===== config.mk =====
export PLATFORM = sky130hd
export DESIGN_NAME = tdm_demux_4ch
export DESIGN_NICKNAME = d
export VERILOG_FILES = /design/src/rtl/tdm_pkg.sv /design/src/rtl/tdm_slot_counter.sv /design/src/rtl/tdm_demux_4ch.sv
export SDC_FILE = /design/constraint.sdc
export NUM_CORES = 1
export LEC_CHECK = 0
export CAP_MARGIN = 20
export CORE_AREA = 2 2 69 71
export CTS_BUF_LIST = sky130_fd_sc_hd__clkbuf_4
export DETAILED_ROUTE_END_ITERATION = 8
export DIE_AREA = 0 0 71 73
export GPL_TIMING_DRIVEN = 1
export HOLD_SLACK_MARGIN = 0.12
export PLACE_DENSITY_LB_ADDON = 0.1
export SYNTH_ARGS = -nofsm -noshare
export SYNTH_HDL_FRONTEND = slang
export SYNTH_SLANG_ARGS = --single-unit
export TNS_END_PERCENT = 30

===== constraint.sdc =====
create_clock -name clk -period 2.8 [get_ports clk]
set_clock_uncertainty 0.1 [all_clocks]
set_input_delay 0.7 -clock clk [delete_from_list [all_inputs] [get_ports clk]]
set_output_delay 0.7 -clock clk [all_outputs]
set_load 0.02 [all_outputs]

===== src/rtl/tdm_pkg.sv =====
// Shared types and default sizing for the TDM sample demultiplexer.
package tdm_pkg;

    typedef enum logic {
        HUNT   = 1'b0,
        LOCKED = 1'b1
    } state_t;

    localparam int DEF_DATA_W = 8;
    localparam int DEF_NUM_CH = 4;

endpackage


===== src/rtl/tdm_slot_counter.sv =====
// Frame slot position counter: clear, load-1 (slot 0 just consumed), increment with
// natural power-of-two wrap, and a flag marking the final slot of the frame.
module tdm_slot_counter #(
    parameter int NUM_CH = 4,
    parameter int SLOT_W = $clog2(NUM_CH)
) (
    input  logic              clk,
    input  logic              rst,
    input  logic              clr,
    input  logic              load1,
    input  logic              inc,
    output logic [SLOT_W-1:0] slot,
    output logic              last
);

    logic [SLOT_W-1:0] slot_reg;

    always_ff @(posedge clk or posedge rst) begin
        if (rst) begin
            slot_reg <= '0;
        end else if (clr) begin
            slot_reg <= '0;
        end else if (load1) begin
            slot_reg <= SLOT_W'(1);
        end else if (inc) begin
            slot_reg <= slot_reg + SLOT_W'(1);
        end
    end

    assign slot = slot_reg;
    assign last = (slot_reg == SLOT_W'(NUM_CH - 1));

endmodule


===== src/rtl/tdm_demux_4ch.sv =====
// Framed TDM sample stream to NUM_CH registered channels with alignment tracking.
// Optional TDM_DEMUX_ERRCNT_EN adds a saturating sync-error counter output.
module tdm_demux_4ch
    import tdm_pkg::*;
#(
    parameter int DATA_W = DEF_DATA_W,
    parameter int NUM_CH = DEF_NUM_CH,
    parameter int SLOT_W = $clog2(NUM_CH)
) (
    input  logic                     clk,
    input  logic                     rst,
    input  logic                     in_valid,
    input  logic [DATA_W-1:0]        in_data,
    input  logic                     in_sync,
    input  logic                     hunt_req,
    output logic [NUM_CH*DATA_W-1:0] ch_data,
    output logic [NUM_CH-1:0]        ch_valid,
    output logic                     frame_done,
    output logic                     locked,
`ifdef TDM_DEMUX_ERRCNT_EN
    output logic                     sync_err,
    output logic [7:0]               err_count
`else
    output logic                     sync_err
`endif
);

    state_t            state_reg, state_next;
    logic              locked_reg, sync_err_reg, frame_done_reg;
    logic              wr_en, err_next, fdone_next;
    logic [SLOT_W-1:0] wr_sel, slot;
    logic              slot_last, cnt_clr, cnt_load1, cnt_inc;

    tdm_slot_counter #(
        .NUM_CH (NUM_CH),
        .SLOT_W (SLOT_W)
    ) u_slot (
        .clk   (clk),
        .rst   (rst),
        .clr   (cnt_clr),
        .load1 (cnt_load1),
        .inc   (cnt_inc),
        .slot  (slot),
        .last  (slot_last)
    );

    // hunt_req outranks any sample arriving in the same cycle
    always_comb begin
        state_next = state_reg;
        wr_en      = 1'b0;
        wr_sel     = '0;
        err_next   = 1'b0;
        fdone_next = 1'b0;
        cnt_clr    = 1'b0;
        cnt_load1  = 1'b0;
        cnt_inc    = 1'b0;
        if (hunt_req) begin
            state_next = HUNT;
            cnt_clr    = 1'b1;
        end else if (in_valid) begin
            case (state_reg)
                HUNT: begin
                    if (in_sync) begin
                        wr_en      = 1'b1;
                        cnt_load1  = 1'b1;
                        state_next = LOCKED;
                    end
                end
                LOCKED: begin
                    if (slot == '0) begin
                        if (in_sync) begin
                            wr_en     = 1'b1;
                            cnt_load1 = 1'b1;
                        end else begin
                            err_next   = 1'b1;
                            cnt_clr    = 1'b1;
                            state_next = HUNT;
                        end
                    end else if (in_sync) begin
                        // early sync: realign on this sample, drop the partial frame
                        err_next  = 1'b1;
                        wr_en     = 1'b1;
                        cnt_load1 = 1'b1;
                    end else begin
                        wr_en      = 1'b1;
                        wr_sel     = slot;
                        cnt_inc    = 1'b1;
                        fdone_next = slot_last;
                    end
                end
                default: state_next = HUNT;
            endcase
        end
    end

    always_ff @(posedge clk or posedge rst) begin
        if (rst) begin
            state_reg      <= HUNT;
            locked_reg     <= 1'b0;
            sync_err_reg   <= 1'b0;
            frame_done_reg <= 1'b0;
        end else begin
            state_reg      <= state_next;
            locked_reg     <= (state_next == LOCKED);
            sync_err_reg   <= err_next;
            frame_done_reg <= fdone_next;
        end
    end

    genvar gi;
    generate
        for (gi = 0; gi < NUM_CH; gi++) begin : g_ch
            logic [DATA_W-1:0] data_reg;
            logic              valid_reg;

            always_ff @(posedge clk or posedge rst) begin
                if (rst) begin
                    data_reg  <= '0;
                    valid_reg <= 1'b0;
                end else begin
                    valid_reg <= wr_en && (wr_sel == SLOT_W'(gi));
                    if (wr_en && (wr_sel == SLOT_W'(gi))) begin
                        data_reg <= in_data;
                    end
                end
            end

            assign ch_data[gi*DATA_W +: DATA_W] = data_reg;
            assign ch_valid[gi]                 = valid_reg;
        end
    endgenerate

`ifdef TDM_DEMUX_ERRCNT_EN
    logic [7:0] err_count_reg;

    always_ff @(posedge clk or posedge rst) begin
        if (rst) begin
            err_count_reg <= '0;
        end else if (err_next && (err_count_reg != 8'hFF)) begin
            err_count_reg <= err_count_reg + 8'd1;
        end
    end

    assign err_count = err_count_reg;
`endif

    assign locked     = locked_reg;
    assign sync_err   = sync_err_reg;
    assign frame_done = frame_done_reg;

endmodule

==> flow_summary.rst, run 1 <==
.. list-table::
   :header-rows: 1

   * - Metric
     - Value
   * - Kind of path behind the tightest hold check
     - reg -> reg
   * - Routed via count divided by cell count
     - 4.96
   * - Top cells by area in the synthesized netlist
     - sky130_fd_sc_hd__dfrtp_1 (59%), sky130_fd_sc_hd__mux2_2 (21%), sky130_fd_sc_hd__ha_1 (2.9%), sky130_fd_sc_hd__nand4_2 (2.2%), sky130_fd_sc_hd__buf_4 (1.7%)
   * - Post-CTS sizing
     - 0
   * - Synth Area in Simple Gates
     - 8.63%
   * - Post-Syn Area
     - 1730 um2
   * - Post-detail-place hpwl
     - 2.52 mm
   * - First-pass iteration count of the detailed router
     - 4
   * - Count of hold buffers inserted by post-cts repair
     - 0
   * - Final Slew Violations
     - 0
   * - Critical-path top delay cell
     - sky130_fd_sc_hd__dfrtp_1
   * - Total power
     - 1.19 mW
   * - Post-Synth XOR/XNOR Area
     - 0%
   * - Post-route design area
     - 2380 um2
   * - Flip-flop and latch count after synthesis
     - 41
   * - DRC violations left
     - 0
   * - Portion of synthesized cell area occupied by the leading cell type
     - 59.5%
   * - Number of buffer cells added on primary ports
     - 51
   * - Wire length of the first global-routing pass
     - 5.99 mm
   * - Filler Cell Count
     - 376
   * - Kind of critical path
     - reg -> reg
   * - Post-detailed-route count of antenna-violating nets
     - 0
   * - Number of levels the H-tree was split into
     - 2
   * - Number of maximum-capacitance constraint violations
     - 0
   * - Fin. Hold Viols
     - 0
   * - Buffer levels on the longest clock path
     - 2
   * - Largest stage delay, worst path
     - 500 ps
   * - Wire per inst
     - 15.2 um
   * - Pre-CTS worst setup slack
     - 149 ps
   * - Share of post-route cells with drive strength above 1
     - 29.5%
   * - TritonCTS Sinks
     - 41
   * - Site row count
     - 25
   * - TritonCTS Buffers
     - 5
   * - Gate count of the mapped netlist
     - 118
   * - Area growth syn-to-layout
     - 37.9%
   * - Number of flip-flops under the largest register name
     - 32
   * - Combined area of the multi-input logic cells
     - 634 um2
   * - Fraction of power consumed by combinational cells
     - 15.8%
   * - Nets
     - 193
   * - Int Power
     - 0.899 mW
   * - Mapped Avg Cell Area
     - 14.6 um2
   * - Count leader, synth
     - sky130_fd_sc_hd__dfrtp_1
   * - Static Leak
     - 1.17 nW
   * - Primary flip-flop cell chosen by synthesis mapping
     - sky130_fd_sc_hd__dfrtp_1
   * - Largest family of logic cells by synthesized area
     - multiplexers
   * - Core area
     - 4540 um2
   * - Status
     - complete, no violations
   * - Synth area leader
     - sky130_fd_sc_hd__dfrtp_1
   * - Synth Area in Adders
     - 2.90%
   * - Sequential share of power
     - 53.5%
   * - Total global routing track utilization
     - 15.0%
   * - Maximum number of pins on one net before global-route repair
     - 42
   * - Cell Chain, Critical Path
     - inv_1, ha_1, or3b_1, o221ai_4, mux2_2
   * - CTS root buf
     - sky130_fd_sc_hd__clkbuf_4
   * - Via count of the first global-routing pass
     - 1203
   * - Number of antenna diodes
     - 0
   * - Setup repair bufs after CTS
     - 0
   * - RePlAce Congestion
     - 0.816
   * - Synth warn
     - 0
   * - Buf/Inv on CP
     - 1
   * - Final critical delay including setup and external delays
     - 2360 ps
   * - Relative max-transition margin
     - 65.1%
   * - Clock group share of total power
     - 30.6%
   * - Switching power
     - 0.295 mW
   * - Gate family responsible for the most delay along the worst path
     - flip-flops
   * - Peak clock frequency supported by timing
     - 0.423 GHz
   * - Cell area after placement
     - 2310 um2
   * - Startpoint types
     - flop
   * - Area fraction in compound gates after synthesis
     - 3.19%
   * - Final worst-path setup slack
     - 437 ps
   * - Critical path capture point type
     - flop
   * - Die X-Extent
     - 71 um
   * - Fraction of synthesis flops using an asynchronous set or reset pin
     - 100%
   * - CTS tree
     - yes
   * - Remaining global-route overflow
     - 0
   * - Largest vdd supply drop
     - 0.000305 V
   * - Share of cell area taken by muxes after synthesis
     - 22.0%
   * - Total via count in the routed design
     - 1140
   * - Power Dens Cells
     - 502 nW/um2
   * - Seq/Total Area, Yosys
     - 59.5%
   * - Number of antenna violations at the first check in global routing
     - 0
   * - Data required, critical path
     - 2930 ps
   * - Insertion delay of the later-clocked pin in the worst-skew pair
     - 340 ps
   * - Worst slack on hold paths
     - 414 ps
   * - Footprint of the flip-flops and latches
     - 1030 um2
   * - Arrival time of the worst setup path
     - 2490 ps
   * - Initial core utilization
     - 38.0%
   * - Non-filler instance count after layout
     - 230
   * - Post-Syn Nets
     - 135
   * - Count of flip-flops with a built-in enable after synthesis
     - 0
   * - IO Pins
     - 52
   * - Vertical die dimension
     - 73 um
   * - Actual transition at the worst max-transition pin
     - 523 ps
   * - RSZ-0062 raised after global routing
     - no
   * - Total of endpoints with negative setup slack in the final report
     - 0
   * - Worst Path Max Fanout
     - 9
   * - Distinct cell type count of the synthesized netlist
     - 23
   * - Most frequent cells after synthesis
     - sky130_fd_sc_hd__dfrtp_1 (41), sky130_fd_sc_hd__mux2_2 (32), sky130_fd_sc_hd__inv_1 (8)
   * - Sum of routed wire length over all layers
     - 3.50 mm
   * - First-iteration detailed-routing DRC count
     - 52
   * - Final-layout setup total negative slack
     - 0 ps
   * - Clock-pin transition on the worst setup and hold timing paths
     - 110 ps
   * - Portion of the clock cycle consumed by the worst path in the final layout
     - 84.4%
   * - Fraction of power spent switching nets
     - 24.7%
   * - Total instance count after detailed placement
     - 223
   * - Post-layout utilization of the core
     - 52.4%
   * - Die outline area
     - 5180 um2
==> power by group through the flow <==
stage,Combinational [mW],Sequential (mW),Clock (mW)
global placement,0.188,0.649,0
detailed placement,0.192,0.651,0
floorplan,0.0606,0.683,0
finish,0.189,0.639,0.366
global route,0.204,0.644,0.403
CTS,0.192,0.640,0.378
==> worst paths after layout <==
path                                            startpoint                              end  slack (ps)  cells after the start
max                             u_slot.slot[0]$_DFFE_PP0P_  g_ch[0].data_reg[6]$_DFFE_PP0P_         440                      5
min                        g_ch[1].data_reg[6]$_DFFE_PP0P_  g_ch[1].data_reg[6]$_DFFE_PP0P_         410                      1
max reg2reg                     u_slot.slot[0]$_DFFE_PP0P_  g_ch[0].data_reg[6]$_DFFE_PP0P_         440                      5
min reg2reg                g_ch[1].data_reg[6]$_DFFE_PP0P_  g_ch[1].data_reg[6]$_DFFE_PP0P_         410                      1
max in group asynchronous                              rst  g_ch[0].data_reg[5]$_DFFE_PP0P_        1560                      3
min in group asynchronous                              rst  g_ch[3].data_reg[1]$_DFFE_PP0P_         680                      3
==> worst reg2reg max path, stage by stage, from the launching register on <==
cell                       delay (ps)
sky130_fd_sc_hd__dfrtp_1          500
sky130_fd_sc_hd__inv_1            170
sky130_fd_sc_hd__ha_1             270
sky130_fd_sc_hd__or3b_1           400
sky130_fd_sc_hd__o221ai_4         430
sky130_fd_sc_hd__mux2_2           390
==> cells by family (layout without fill, tap and decap cells) <==
family | Yosys count | count (layout)
AOI/OAI and AO/OA | 5 | 5
buffers and inverters | 13 | 71
DFF | 41 | 41
adders and majority gates | 4 | 4
and+or+nand+nor | 21 | 21
muxes | 34 | 34
==> cell usage in the layout (no fill, tap or decap) <==
cell type / instances
sky130_fd_sc_hd__and2b_2: 1
sky130_fd_sc_hd__dfrtp_1: 41
sky130_fd_sc_hd__nand2_1: 2
sky130_fd_sc_hd__a211oi_1: 1
sky130_fd_sc_hd__ha_1: 4
sky130_fd_sc_hd__nor2_1: 4
sky130_fd_sc_hd__or3b_1: 1
sky130_fd_sc_hd__nand3_1: 2
sky130_fd_sc_hd__inv_1: 8
sky130_fd_sc_hd__mux2i_1: 2
sky130_fd_sc_hd__clkinv_2: 1
sky130_fd_sc_hd__clkbuf_4: 5
sky130_fd_sc_hd__and3_2: 1
sky130_fd_sc_hd__a22oi_1: 1
sky130_fd_sc_hd__and3_1: 1
sky130_fd_sc_hd__nand4_2: 3
sky130_fd_sc_hd__bufinv_16: 1
sky130_fd_sc_hd__mux2_2: 32
sky130_fd_sc_hd__o221ai_4: 1
sky130_fd_sc_hd__nor3b_2: 2
sky130_fd_sc_hd__nor3_1: 2
sky130_fd_sc_hd__o2bb2ai_1: 1
sky130_fd_sc_hd__buf_4: 5
sky130_fd_sc_hd__o21ai_0: 1
sky130_fd_sc_hd__nor2b_1: 2
sky130_fd_sc_hd__clkdlybuf4s50_1: 51
==> final cells by class <==
cell class	count	share of cell area, %
clock buffer	5	1.58
clock inverter	2	1.47
inverter	8	1.26
multi-input combinational	64	26.7
sequential	41	43.1
tap	54	2.84
timing repair buffer	56	23.0
==> routing by layer <==
| metal | vias to the layer above | wire length [um] | track usage, % |
|---|---|---|---|
| li1 | 524 | - | - |
| met1 | 575 | 1590 | 20.0 |
| met2 | 36 | 1690 | 23.7 |
| met3 | 5 | 180 | 4.01 |
| met4 | 0 | 45 | 5.66 |
| met5 | - | 0 | 0 |
Note: power is estimated with default switching activity, not from simulation.
==> inputs of run 2 (changes only) <==
- clock period: 2.8 -> 2.21 ns (I/O delays scaled with it)
==> run 2 against run 1 <==
Combinational power grew 33%. Utilization grew 1.3 points. Flip-flop and latch count is the same. Routed wire length grew 0.97%.
==> flow_summary.rst, run 2 (synthesis results as in run 1) <==
.. list-table::
   :header-rows: 1

   * - Metric
     - Value
   * - Core area
     - 4540 um2 (unchanged)
   * - Worst reg2reg setup slack
     - 140 ps (-300 ps)
   * - Data required, critical path
     - 1560 ps (-1370 ps)
   * - Met2 global-route usage
     - 24.6% (+0.93 points)
   * - Final Slew Violations
     - 0 (unchanged)
   * - Initial core utilization
     - 38.0% (unchanged)
   * - Critical-path top delay cell
     - sky130_fd_sc_hd__clkdlybuf4s50_1
   * - Relative max-transition margin
     - 66.0% (+0.88 points)
   * - Peak clock frequency supported by timing
     - 0.481 GHz
   * - Worst Reg-to-Reg Cells
     - 5 (unchanged)
   * - Total instance count after detailed placement
     - 233 (+4.5%)
   * - Total power
     - 1.43 mW (+20%)
   * - Total global routing track utilization
     - 15.1% (+0.046 points)
   * - Post-detail-place hpwl
     - 2.60 mm (+3.4%)
   * - Buf/Inv on CP
     - 1 (unchanged)
   * - Final-layout setup total negative slack
     - 0 ps (unchanged)
   * - Gate family responsible for the most delay along the worst path
     - buffers and inverters
   * - Total of endpoints with negative setup slack in the final report
     - 0 (unchanged)
   * - Startpoint of the most critical register-to-register path
     - u_slot.slot[1]$_DFFE_PP0P_
   * - Critical path capture point type
     - output port
   * - TritonCTS Sinks
     - 41 (unchanged)
   * - Worst Path Max Fanout
     - 9 (unchanged)
   * - Wire length of the first global-routing pass
     - 5.89 mm (-1.6%)
   * - Post-layout utilization of the core
     - 53.7% (+1.3 points)
   * - Sequential share of power
     - 56.5% (+3.0 points)
   * - Actual transition at the worst max-transition pin
     - 510 ps (-13.2 ps)
   * - Filler Cell Count
     - 365 (-2.9%)
   * - Nets
     - 203 (+5.2%)
   * - Post-route design area
     - 2440 um2 (+2.5%)
   * - Met1 Usage GRT
     - 18.5% (-1.5 points)
   * - Static Leak
     - 1.21 nW (+3.1%)
   * - Int Power
     - 1.04 mW (+15%)
   * - Wire per inst
     - 14.7 um (-3.6%)
   * - Worst slack on hold paths
     - 415 ps (+1.60 ps)
   * - Commonest cells after routing, fill and taps aside
     - sky130_fd_sc_hd__clkdlybuf4s50_1 (51), sky130_fd_sc_hd__dfrtp_1 (40), sky130_fd_sc_hd__mux2_2 (32)
   * - Number of maximum-capacitance constraint violations
     - 0 (unchanged)
   * - Startpoint types
     - flop
   * - Maximum number of pins on one net before global-route repair
     - 42 (unchanged)
   * - RePlAce Congestion
     - 0.800 (-1.9%)
   * - CTS tree
     - yes
   * - Die X-Extent
     - 71 um (unchanged)
   * - Routed via count divided by cell count
     - 4.75 (-4.2%)
   * - Buffer levels on the longest clock path
     - 2 (unchanged)
   * - Fin. Hold Viols
     - 0 (unchanged)
   * - Number of flip-flops under the largest register name
     - 32 (unchanged)
   * - RSZ-0062 raised after global routing
     - no
   * - Remaining global-route overflow
     - 0 (unchanged)
   * - Fraction of power consumed by combinational cells
     - 17.5% (+1.7 points)
   * - DRC violations left
     - 0 (unchanged)
   * - Clock-pin transition on the worst setup and hold timing paths
     - 120 ps (about the same)
   * - First element of the critical path
     - locked$_DFFE_PP0P_
   * - Met3 Track Usage GR
     - 4.42% (+0.41 points)
   * - Cell Chain, Critical Path
     - clkdlybuf4s50_1
   * - Portion of the clock cycle consumed by the worst path in the final layout
     - 94.0%
   * - Share of post-route cells with drive strength above 1
     - 34.2% (+4.7 points)
   * - Die outline area
     - 5180 um2 (unchanged)
   * - Number of levels the H-tree was split into
     - 2 (unchanged)
   * - Number of buffer cells added on primary ports
     - 51 (unchanged)
   * - Power Dens Cells
     - 587 nW/um2 (+17%)
   * - IO Pins
     - 52 (unchanged)
   * - Kind of path behind the tightest hold check
     - reg -> reg
   * - Global-route layer with the greatest usage
     - met2
   * - Total via count in the routed design
     - 1144 (+0.35%)
   * - Arrival time of the worst setup path
     - 1430 ps (-1060 ps)
   * - Site row count
     - 25 (unchanged)
   * - Number of antenna diodes
     - 0 (unchanged)
   * - First-iteration detailed-routing DRC count
     - 53 (+1.9%)
   * - Via count of the first global-routing pass
     - 1194 (-0.75%)
   * - Reg-to-reg endpoint
     - g_ch[0].data_reg[4]$_DFFE_PP0P_
   * - Largest vdd supply drop
     - 0.000342 V (+12%)
   * - Switching power
     - 0.395 mW (+34%)
   * - Pre-CTS worst setup slack
     - -209 ps (-357 ps)
   * - CTS root buf
     - sky130_fd_sc_hd__clkbuf_4
   * - Area growth syn-to-layout
     - 41.3%
   * - Final worst-path setup slack
     - 132 ps (-305 ps)
   * - Combined area of the multi-input logic cells
     - 634 um2 (unchanged)
   * - TritonCTS Buffers
     - 5 (unchanged)
   * - Vertical die dimension
     - 73 um (unchanged)
   * - Setup repair bufs after CTS
     - 0 (unchanged)
   * - Non-filler instance count after layout
     - 241 (+4.8%)
   * - Clock group share of total power
     - 25.9% (-4.7 points)
   * - Fraction of power spent switching nets
     - 27.6% (+2.9 points)
   * - Crit path capture
     - locked
   * - Sum of routed wire length over all layers
     - 3.53 mm (+0.97%)
   * - Number of gates on the worst path with buffers counted
     - 1 (-4)
   * - Largest stage delay, worst path
     - 620 ps (+120 ps)
   * - Status
     - complete, no violations
   * - First-pass iteration count of the detailed router
     - 4 (unchanged)
   * - Footprint of the flip-flops and latches
     - 1030 um2 (+0.12%)
   * - Kind of critical path
     - reg -> out
   * - Number of antenna violations at the first check in global routing
     - 0 (unchanged)
   * - Final critical delay including setup and external delays
     - 2080 ps
   * - Insertion delay of the later-clocked pin in the worst-skew pair
     - 350 ps (about the same)
   * - Post-detailed-route count of antenna-violating nets
     - 0 (unchanged)
   * - Most common cell after layout, fill and taps aside
     - sky130_fd_sc_hd__clkdlybuf4s50_1
   * - Cell area after placement
     - 2380 um2 (+3.3%)
[run 2: metal layers]
| layer | share of wire, % | wire length, um | vias to the layer above |
|---|---|---|---|
| li1 | - | - | 544 |
| met1 | 44 | 1560 | 560 |
| met2 | 49 | 1720 | 38 |
| met3 | 6.5 | 229 | 2 |
| met4 | 0.68 | 24 | 0 |
| met5 | 0 | 0 | - |
[run 2: timing repair]
action,in CTS,in global routing
gates resized for setup,0,1
hold buffers,0,0
setup endpoints to repair,0,1
[run 2: how the worst min path moves through the flow]
| stage | startpoint | end | slack [ps] | depth (start not counted) |
|---|---|---|---|---|
| after floorplan | hunt_req | locked$_DFFE_PP0P_ | 520 | 1 |
| after global placement | g_ch[2].data_reg[5]$_DFFE_PP0P_ | g_ch[2].data_reg[5]$_DFFE_PP0P_ | 390 | 1 |
| after detailed placement | g_ch[1].data_reg[4]$_DFFE_PP0P_ | g_ch[1].data_reg[4]$_DFFE_PP0P_ | 390 | 1 |
| after CTS | g_ch[2].data_reg[1]$_DFFE_PP0P_ | g_ch[2].data_reg[1]$_DFFE_PP0P_ | 420 | 1 |
| after global routing | g_ch[0].data_reg[6]$_DFFE_PP0P_ | g_ch[0].data_reg[6]$_DFFE_PP0P_ | 440 | 1 |
| final | g_ch[1].data_reg[4]$_DFFE_PP0P_ | g_ch[1].data_reg[4]$_DFFE_PP0P_ | 420 | 1 |
[run 2: area by class of cell]
| type | instances | area share (%) |
|---|---|---|
| Clock buffer | 5 | 1.54 |
| Clock inverter | 3 | 0.719 |
| Inverter | 8 | 1.23 |
| Multi-Input combinational cell | 64 | 26.0 |
| Sequential cell | 41 | 42.1 |
| Tap cell | 54 | 2.77 |
| Timing Repair Buffer | 66 | 25.6 |
[run 2: power groups by stage]
stage | sequential [mW] | combinational, mW | clock, mW
floorplan | 0.865 | 0.0767 | 0
global placement | 0.824 | 0.249 | 0
detailed placement | 0.824 | 0.254 | 0
CTS | 0.810 | 0.255 | 0.390
global route | 0.814 | 0.267 | 0.419
finish | 0.809 | 0.251 | 0.371
